### config.mk
export PLATFORM = sky130hd
export DESIGN_NAME = vend_change_dispenser
export DESIGN_NICKNAME = d
export VERILOG_FILES = /design/src/rtl/vend_pkg.sv /design/src/rtl/vend_coin_inventory.sv /design/src/rtl/vend_change_dispenser.sv
export SDC_FILE = /design/constraint.sdc
export NUM_CORES = 1
export LEC_CHECK = 0
export BUFFER_PORTS_ARGS = -buffer_cell sky130_fd_sc_hd__buf_2
export CAP_MARGIN = 20
export CORE_MARGIN = 3
export CORE_UTILIZATION = 35
export CTS_CLUSTER_SIZE = 8
export DETAILED_ROUTE_END_ITERATION = 6
export SLEW_MARGIN = 5
export SYNTH_ARGS = -nofsm -noshare
export SYNTH_HDL_FRONTEND = slang
export SYNTH_SLANG_ARGS = --single-unit
### constraint.sdc
create_clock -name i_clk -period 9.65 [get_ports i_clk]
set_clock_uncertainty 0.05 [all_clocks]
set_input_delay 0.4825 -clock i_clk [delete_from_list [all_inputs] [get_ports i_clk]]
set_output_delay 0.4825 -clock i_clk [all_outputs]
set_load 0.02 [all_outputs]
### src/rtl/vend_pkg.sv
// Shared definitions for the change dispenser: coin codes, coin values and
// the sequencer state encoding.
package vend_pkg;

  typedef enum logic [1:0] {
    COIN_NICKEL  = 2'd0,
    COIN_DIME    = 2'd1,
    COIN_QUARTER = 2'd2,
    COIN_DOLLAR  = 2'd3
  } coin_e;

  typedef enum logic [1:0] {
    ST_IDLE,
    ST_SELECT,
    ST_EJECT,
    ST_FINISH
  } state_e;

  localparam logic [6:0] VAL_NICKEL  = 7'd5;
  localparam logic [6:0] VAL_DIME    = 7'd10;
  localparam logic [6:0] VAL_QUARTER = 7'd25;
  localparam logic [6:0] VAL_DOLLAR  = 7'd100;

  function automatic logic [6:0] coin_value(input logic [1:0] c);
    case (c)
      COIN_NICKEL:  return VAL_NICKEL;
      COIN_DIME:    return VAL_DIME;
      COIN_QUARTER: return VAL_QUARTER;
      default:      return VAL_DOLLAR;
    endcase
  endfunction

endpackage

### src/rtl/vend_coin_inventory.sv
// Hopper inventory: four saturating per-denomination counters.
// Ports:
//   i_clk, i_rst_n          clock, async active-low reset (loads INIT_*)
//   i_refill_valid/coin/count  add coins to one tube
//   i_dec_valid/coin        one coin of that tube has left the hopper
//   o_inv                   current counts, index = coin code
//   o_nonzero               per-coin "tube not empty" flags for selection
module vend_coin_inventory
  import vend_pkg::*;
#(
  parameter int INV_W        = 6,
  parameter int INIT_NICKEL  = 20,
  parameter int INIT_DIME    = 20,
  parameter int INIT_QUARTER = 20,
  parameter int INIT_DOLLAR  = 4
) (
  input  logic                  i_clk,
  input  logic                  i_rst_n,
  input  logic                  i_refill_valid,
  input  logic [1:0]            i_refill_coin,
  input  logic [INV_W-1:0]      i_refill_count,
  input  logic                  i_dec_valid,
  input  logic [1:0]            i_dec_coin,
  output logic [3:0][INV_W-1:0] o_inv,
  output logic [3:0]            o_nonzero
);

  localparam logic [INV_W:0] INV_MAX = {1'b0, {INV_W{1'b1}}};

  logic [3:0][INV_W-1:0] r_inv;
  logic [3:0][INV_W-1:0] w_inv_nxt;
  logic [3:0][INV_W:0]   w_sum;

  // Decrement is applied before the refill add so that a simultaneous
  // refill and eject of the same coin saturates on (inv - 1 + count).
  always_comb begin
    w_sum     = '0;
    w_inv_nxt = r_inv;
    o_nonzero = '0;
    for (int i = 0; i < 4; i++) begin
      o_nonzero[i] = |r_inv[i];
      w_sum[i] = {1'b0, r_inv[i]};
      if (i_dec_valid && i_dec_coin == 2'(i) && o_nonzero[i])
        w_sum[i] = w_sum[i] - (INV_W+1)'(1);
      if (i_refill_valid && i_refill_coin == 2'(i))
        w_sum[i] = w_sum[i] + {1'b0, i_refill_count};
      w_inv_nxt[i] = (w_sum[i] > INV_MAX) ? {INV_W{1'b1}} : w_sum[i][INV_W-1:0];
    end
  end

  always_ff @(posedge i_clk or negedge i_rst_n) begin
    if (!i_rst_n) begin
      r_inv[COIN_NICKEL]  <= INV_W'(INIT_NICKEL);
      r_inv[COIN_DIME]    <= INV_W'(INIT_DIME);
      r_inv[COIN_QUARTER] <= INV_W'(INIT_QUARTER);
      r_inv[COIN_DOLLAR]  <= INV_W'(INIT_DOLLAR);
    end else begin
      r_inv <= w_inv_nxt;
    end
  end

  assign o_inv = r_inv;

endmodule

### src/rtl/vend_change_dispenser.sv
// Change dispenser: pays a requested amount one coin at a time, largest
// coin first, falling back to smaller coins when a tube is empty.
//
//   state     | meaning
//   ----------+-------------------------------------------------------
//   ST_IDLE   | ready for a request; latches amount on i_req_valid
//   ST_SELECT | one cycle: pick largest coin <= remaining with stock
//   ST_EJECT  | o_eject_valid high until ack or ack timeout
//   ST_FINISH | one-cycle o_done pulse; results held until next accept
//
// Ports: request handshake (i_req_*, o_req_ready), hopper handshake
// (o_eject_*, i_eject_ack), refill (i_refill_*), transaction results
// (o_done, o_fault, o_shortfall, o_disp_*) and live inventory (o_inv_*).
module vend_change_dispenser
  import vend_pkg::*;
#(
  parameter int AMT_W        = 8,
  parameter int INV_W        = 6,
  parameter int INIT_NICKEL  = 20,
  parameter int INIT_DIME    = 20,
  parameter int INIT_QUARTER = 20,
  parameter int INIT_DOLLAR  = 4,
  parameter int ACK_TIMEOUT  = 15
) (
  input  logic             i_clk,
  input  logic             i_rst_n,
  input  logic             i_req_valid,
  input  logic [AMT_W-1:0] i_req_amount,
  output logic             o_req_ready,
  output logic             o_eject_valid,
  output logic [1:0]       o_eject_coin,
  input  logic             i_eject_ack,
  input  logic             i_refill_valid,
  input  logic [1:0]       i_refill_coin,
  input  logic [INV_W-1:0] i_refill_count,
  output logic             o_done,
  output logic             o_fault,
  output logic [AMT_W-1:0] o_shortfall,
  output logic [5:0]       o_disp_nickel,
  output logic [5:0]       o_disp_dime,
  output logic [5:0]       o_disp_quarter,
  output logic [5:0]       o_disp_dollar,
  output logic [INV_W-1:0] o_inv_nickel,
  output logic [INV_W-1:0] o_inv_dime,
  output logic [INV_W-1:0] o_inv_quarter,
  output logic [INV_W-1:0] o_inv_dollar
);

  localparam int TMR_W = $clog2(ACK_TIMEOUT + 1);

  state_e                r_state, w_state_nxt;
  logic [AMT_W-1:0]      r_rem;
  logic [1:0]            r_coin;
  logic [TMR_W-1:0]      r_tmr;
  logic                  r_fault;
  logic [AMT_W-1:0]      r_shortfall;
  logic [3:0][5:0]       r_disp;
  logic [3:0][INV_W-1:0] w_inv;
  logic [3:0]            w_nonzero;
  logic [3:0][AMT_W-1:0] w_val;
  logic                  w_found;
  logic [1:0]            w_pick;
  logic                  w_ack;

  assign w_ack = (r_state == ST_EJECT) && i_eject_ack;

  vend_coin_inventory #(
    .INV_W(INV_W), .INIT_NICKEL(INIT_NICKEL), .INIT_DIME(INIT_DIME),
    .INIT_QUARTER(INIT_QUARTER), .INIT_DOLLAR(INIT_DOLLAR)
  ) u_inv (
    .i_clk(i_clk), .i_rst_n(i_rst_n),
    .i_refill_valid(i_refill_valid), .i_refill_coin(i_refill_coin),
    .i_refill_count(i_refill_count),
    .i_dec_valid(w_ack), .i_dec_coin(r_coin),
    .o_inv(w_inv), .o_nonzero(w_nonzero)
  );

  // Ascending scan: the last fitting coin wins, i.e. the largest one.
  always_comb begin
    w_val   = '0;
    w_found = 1'b0;
    w_pick  = 2'd0;
    for (int i = 0; i < 4; i++) begin
      w_val[i] = AMT_W'(coin_value(2'(i)));
      if (w_nonzero[i] && (w_val[i] <= r_rem)) begin
        w_found = 1'b1;
        w_pick  = 2'(i);
      end
    end
  end

  always_comb begin
    w_state_nxt = r_state;
    case (r_state)
      ST_IDLE:   if (i_req_valid) w_state_nxt = ST_SELECT;
      ST_SELECT: w_state_nxt = w_found ? ST_EJECT : ST_FINISH;
      ST_EJECT: begin
        if (i_eject_ack)        w_state_nxt = ST_SELECT;
        else if (r_tmr == '0)   w_state_nxt = ST_FINISH;
      end
      ST_FINISH: w_state_nxt = ST_IDLE;
      default:   w_state_nxt = ST_IDLE;
    endcase
  end

  always_ff @(posedge i_clk or negedge i_rst_n) begin
    if (!i_rst_n) r_state <= ST_IDLE;
    else          r_state <= w_state_nxt;
  end

  // Timer is a down-counter loaded on each entry to EJECT; reaching zero
  // without an ack ends the transaction with the current coin unpaid.
  always_ff @(posedge i_clk or negedge i_rst_n) begin
    if (!i_rst_n) begin
      r_rem       <= '0;
      r_coin      <= 2'd0;
      r_tmr       <= '0;
      r_fault     <= 1'b0;
      r_shortfall <= '0;
      r_disp      <= '0;
    end else begin
      case (r_state)
        ST_IDLE: if (i_req_valid) begin
          r_rem       <= i_req_amount;
          r_disp      <= '0;
          r_fault     <= 1'b0;
          r_shortfall <= '0;
        end
        ST_SELECT: begin
          if (w_found) begin
            r_coin <= w_pick;
            r_tmr  <= TMR_W'(ACK_TIMEOUT - 1);
          end else begin
            r_shortfall <= r_rem;
          end
        end
        ST_EJECT: begin
          if (i_eject_ack) begin
            r_rem          <= r_rem - w_val[r_coin];
            r_disp[r_coin] <= r_disp[r_coin] + 6'd1;
          end else if (r_tmr == '0) begin
            r_fault     <= 1'b1;
            r_shortfall <= r_rem;
          end else begin
            r_tmr <= r_tmr - TMR_W'(1);
          end
        end
        default: ;
      endcase
    end
  end

  assign o_req_ready    = (r_state == ST_IDLE);
  assign o_eject_valid  = (r_state == ST_EJECT);
  assign o_done         = (r_state == ST_FINISH);
  assign o_eject_coin   = r_coin;
  assign o_fault        = r_fault;
  assign o_shortfall    = r_shortfall;
  assign o_disp_nickel  = r_disp[COIN_NICKEL];
  assign o_disp_dime    = r_disp[COIN_DIME];
  assign o_disp_quarter = r_disp[COIN_QUARTER];
  assign o_disp_dollar  = r_disp[COIN_DOLLAR];
  assign o_inv_nickel   = w_inv[COIN_NICKEL];
  assign o_inv_dime     = w_inv[COIN_DIME];
  assign o_inv_quarter  = w_inv[COIN_QUARTER];
  assign o_inv_dollar   = w_inv[COIN_DOLLAR];

endmodule

==> summary by stage <==
Timing
The number of failing setup endpoints in the final timing report is 0. The transition at the pin with the smallest max-transition slack is 938.2 ps. The worst hold slack is 296.8 ps. Derived from the worst setup path, the maximum achievable clock frequency is 242.6 MHz.

The max-slew violation total from the final report is 0. The number of hold-slack violations in the final timing report was 0. Measured against its own limit, the worst slew margin works out to 0.3746. The minimum clock period is 4122 ps. The fraction of the cycle the final worst path needs is 0.4272. Setup repair after global routing left no endpoint under its margin. In the final timing run, aggregate negative setup slack is 0 ps.

Yosys
The share of synthesized area in the top cell type comes to 0.3141. The unique cell type count in the Yosys netlist is 62. Synthesis produced a netlist whose cell count is 576.

The number of synthesized register bits is 73. The number of nets in the synthesized netlist is 651. After synthesis, the cell types taking the most area are dfrtp_1 31%, ha_1 12%, nand2_1 5.4%, o21ai_0 5.3%, xnor2_1 5.3%. Among all flip-flop cells after synthesis, the most frequent one is dfrtp_1. The synthesized area per cell is 9.130 um^2. dfrtp_1 takes more of the synthesized area than any other cell. The async set or reset register ratio after synthesis is 1.000. The mapped netlist covers 0.005259 mm^2. The number of enable flip-flop cells after synthesis is 0. The Yosys step of the flow raised 0 warnings.

Of the synthesized area, sequential elements account for 0.3490.

Clock network
The deepest clock path buffer count is 2. The post-CTS setup-driven buffer insertion count is 0. The clock drives 73 sinks.

The H-tree was split into 3 levels. At the later pin of the worst-skew pair, clock insertion delay measures 340 ps. The number of gates resized after CTS was 0.

The TritonCTS clock tree is built. The root buffer cell chosen for the clock tree is clkbuf_16. The TritonCTS buffer count is 9.

Hold repair after CTS inserted 0 buffers. The post-CTS clock slew at the launch and capture registers of the worst setup and hold paths is 60 ps.

Die
From bottom edge to top edge, the die measures 128.6 um. The effective utilization at floorplan is 0.3605. The x dimension of the die is 128.6 um. The count of standard-cell rows is 44. The number of top-level pins is 83. The area of the core is 0.01459 mm^2. The die area is 0.01653 mm^2.

Critical path
The critical path in this run is classified as flip-flop to flip-flop. In this run the register-to-register setup slack is 5530 ps. The number of buffers and inverters on the critical path is 1. Counting cells, the worst reg-to-reg path comes to 13. The endpoint class of the critical path is a flip-flop. The longest individual stage delay on the worst path is 710 ps. Traced cell by cell, the critical path runs through inv_1 -> ha_1 -> nand3_1 -> a21oi_1 -> xnor2_1 -> ha_1 -> fa_1 -> a21o_1 -> a21oi_1 -> o21ai_0 -> o211a_1 -> xnor2_1 -> o211ai_1. The largest driver fanout on the critical path is 20. The required time of the worst setup path is 9790 ps. The startpoint class of the critical path is a flip-flop. For the worst setup path, the data arrival time is 4260 ps. The count of cell instances traversed by the critical path is 13. The critical path's slowest cell is ha_1. On the critical path the largest part of the delay comes from adder cells.

Power and ir drop
The analysis attributes to cell leakage a power of 2.836 nW. The maximum ir drop on the vdd rail is 0.1216 mV. The internal cell power is 0.001102 W.

The post-layout total power is 0.002076 W. The switching part of the total is 0.4694. The cell area power density is 337.6 mW/mm^2.

The share of total power dissipated in combinational logic is 0.551. The share of total power dissipated in the clock network is 0.171. The fraction of power consumed by sequential logic is 0.278. Summed over all nets, the switching power comes to 0.0009746 W.

Cells and area
The area growth from synthesis to final layout is 16.94%. At the end of the flow the core is filled with cells to 0.4215. The net count of the finished layout is 732. The leading cell type in the layout, fill and taps excluded is buf_2.

The share of final-layout standard cells stronger than drive strength 1 is 0.1918. The repair_antennas step left the layout with diodes totalling 0. In the layout the commonest cells are 82 x buf_2, 75 x nand2_1, 66 x dfrtp_1.

Min path
The kind of path behind the tightest hold check is primary input to asynchronous set/reset pin.

Placement
At the end of routability-driven placement, the weighted congestion stood at 0.8725. In this run the tool buffered the top-level ports with 82 buffer cells. The half-perimeter wire length after detailed placement is 10.78 mm.

Route
The routed wire length is 13.98 mm. The per-cell via count in the routed design is 5.337. The total number of vias is 4,515. The first routing iteration left 199 violations. In the final routed layout, each cell accounts on average for 16.53 um. The remaining routing DRC violations is 0. Before antenna repair, the detailed router went through 5 iterations. The count of nets left with antenna violations after detail routing is 0.

Global route
In the global route stage, overall resource usage came out at 0.1737. The via count of the first global-routing pass is 4,677. The total global routing overflow is 0. The number of antenna violations at the first check in global routing was 0. The first-pass GRT wire length is 22.92 mm. The pin count of the biggest net entering global routing is 74.

Status
The flow ran to the end, and the final reports show no timing, DRC or antenna violations.

Run
Max-cap violations in this run came to 0.
-- power by group through the flow --
stage | clock, W | combinational (W) | sequential [W]
final | 0.000355 | 0.00114 | 0.000576
after global routing | 0.000374 | 0.00129 | 0.000593
after CTS | 0.000362 | 0.00115 | 0.000575
after detailed placement | 0 | 0.00115 | 0.000579
after global placement | 0 | 0.00112 | 0.000575
after floorplan | 0 | 0.000797 | 0.000612
-- layout make-up --
| cell class | count | area [um^2] |
|---|---|---|
| repair buffers | 83 | 417.9 |
| fillers | 1427 | 8439 |
| multi-input cells | 452 | 3207 |
| flip-flops and latches | 73 | 1836 |
| inverters | 38 | 142.6 |
| clock buffers | 13 | 270.3 |
| well taps | 184 | 230.2 |
| clock inverters | 3 | 46.29 |
-- metrics by stage --
step / std cells / cell area, um^2 / worst slack, ps
2_1_floorplan: 576 / 5259 / 6303
3_3_place_gp: 830 / 5833 / 5717
6_report: 846 / 6150 / 5528
5_1_grt: 846 / 6150 / 5093
4_1_cts: 846 / 6150 / 5507
3_5_place_dp: 830 / 5833 / 5555
-- routing by layer --
layer	global-route usage	vias up	wire length (um)
li1	-	2204	-
met1	0.2176	2185	6234
met2	0.2918	107	6764
met3	0.03570	19	745
met4	0.07350	0	240
met5	0	-	0
-- synthesized netlist by cell type (2+ instances only) --
cell and n:
nand3b_1 3, buf_4 2, a211oi_1 2, fa_1 5
nand3_1 18, xnor2_1 32, nor3b_1 2, a21oi_1 30
a21o_1 9, nor2_1 40, nand4_1 3, o211a_1 2
inv_1 38, nor2b_1 4, buf_6 2, clkbuf_1 6
dfstp_2 7, o21bai_1 4, nand2_1 75, a22o_1 4
nand2b_1 4, and2_1 4, a32o_1 4, o21a_1 2
nor3_1 10, o31ai_1 2, o21ai_0 56, o211ai_1 22
dfrtp_1 66, and3b_1 2, xor2_1 16, ha_1 49
nor4_1 2, mux4_2 6, nor4_4 2, mux2i_1 5
buf_2 2, or3_1 6, and3_1 3, or2_2 3
-- worst paths after layout --
check                                                to                    startpoint
max                            u_inv.o_inv[9]$_DFF_PN0_        r_state[0]$_DFFE_PN0P_
min in group i_clk                 r_rem[1]$_DFFE_PN0P_               i_req_amount[1]
min reg2reg                o_disp_dollar[3]$_DFFE_PN0P_  o_disp_dollar[3]$_DFFE_PN0P_
max in group asynchronous      u_inv.o_inv[7]$_DFF_PN0_                       i_rst_n
max reg2reg                    u_inv.o_inv[9]$_DFF_PN0_        r_state[0]$_DFFE_PN0P_
min                          o_shortfall[2]$_DFFE_PN0P_                       i_rst_n
-- sequential cells by signal, indices dropped and copies added, names as in the netlist --
| name | cells |
|---|---|
| o_disp_quarter | 6 |
| o_disp_nickel | 6 |
| o_disp_dime | 6 |
| o_disp_dollar | 6 |
| o_fault | 1 |
| r_state | 2 |
| o_shortfall | 8 |
| r_tmr | 4 |
| o_eject_coin | 2 |
| r_rem | 8 |
| u_inv.o_inv | 24 |
-- cells by family after synthesis --
logic type      count (synthesis)  share of synthesized area
compound gates                149                     0.1825
mux                            12                    0.03735
flops                          73                     0.3490
buf+inv                        51                    0.04116
fa+ha+maj                      54                     0.1356
simple gates                  189                     0.1744
xor+xnor                       48                    0.07994
Note: power is estimated with default switching activity, not from simulation.
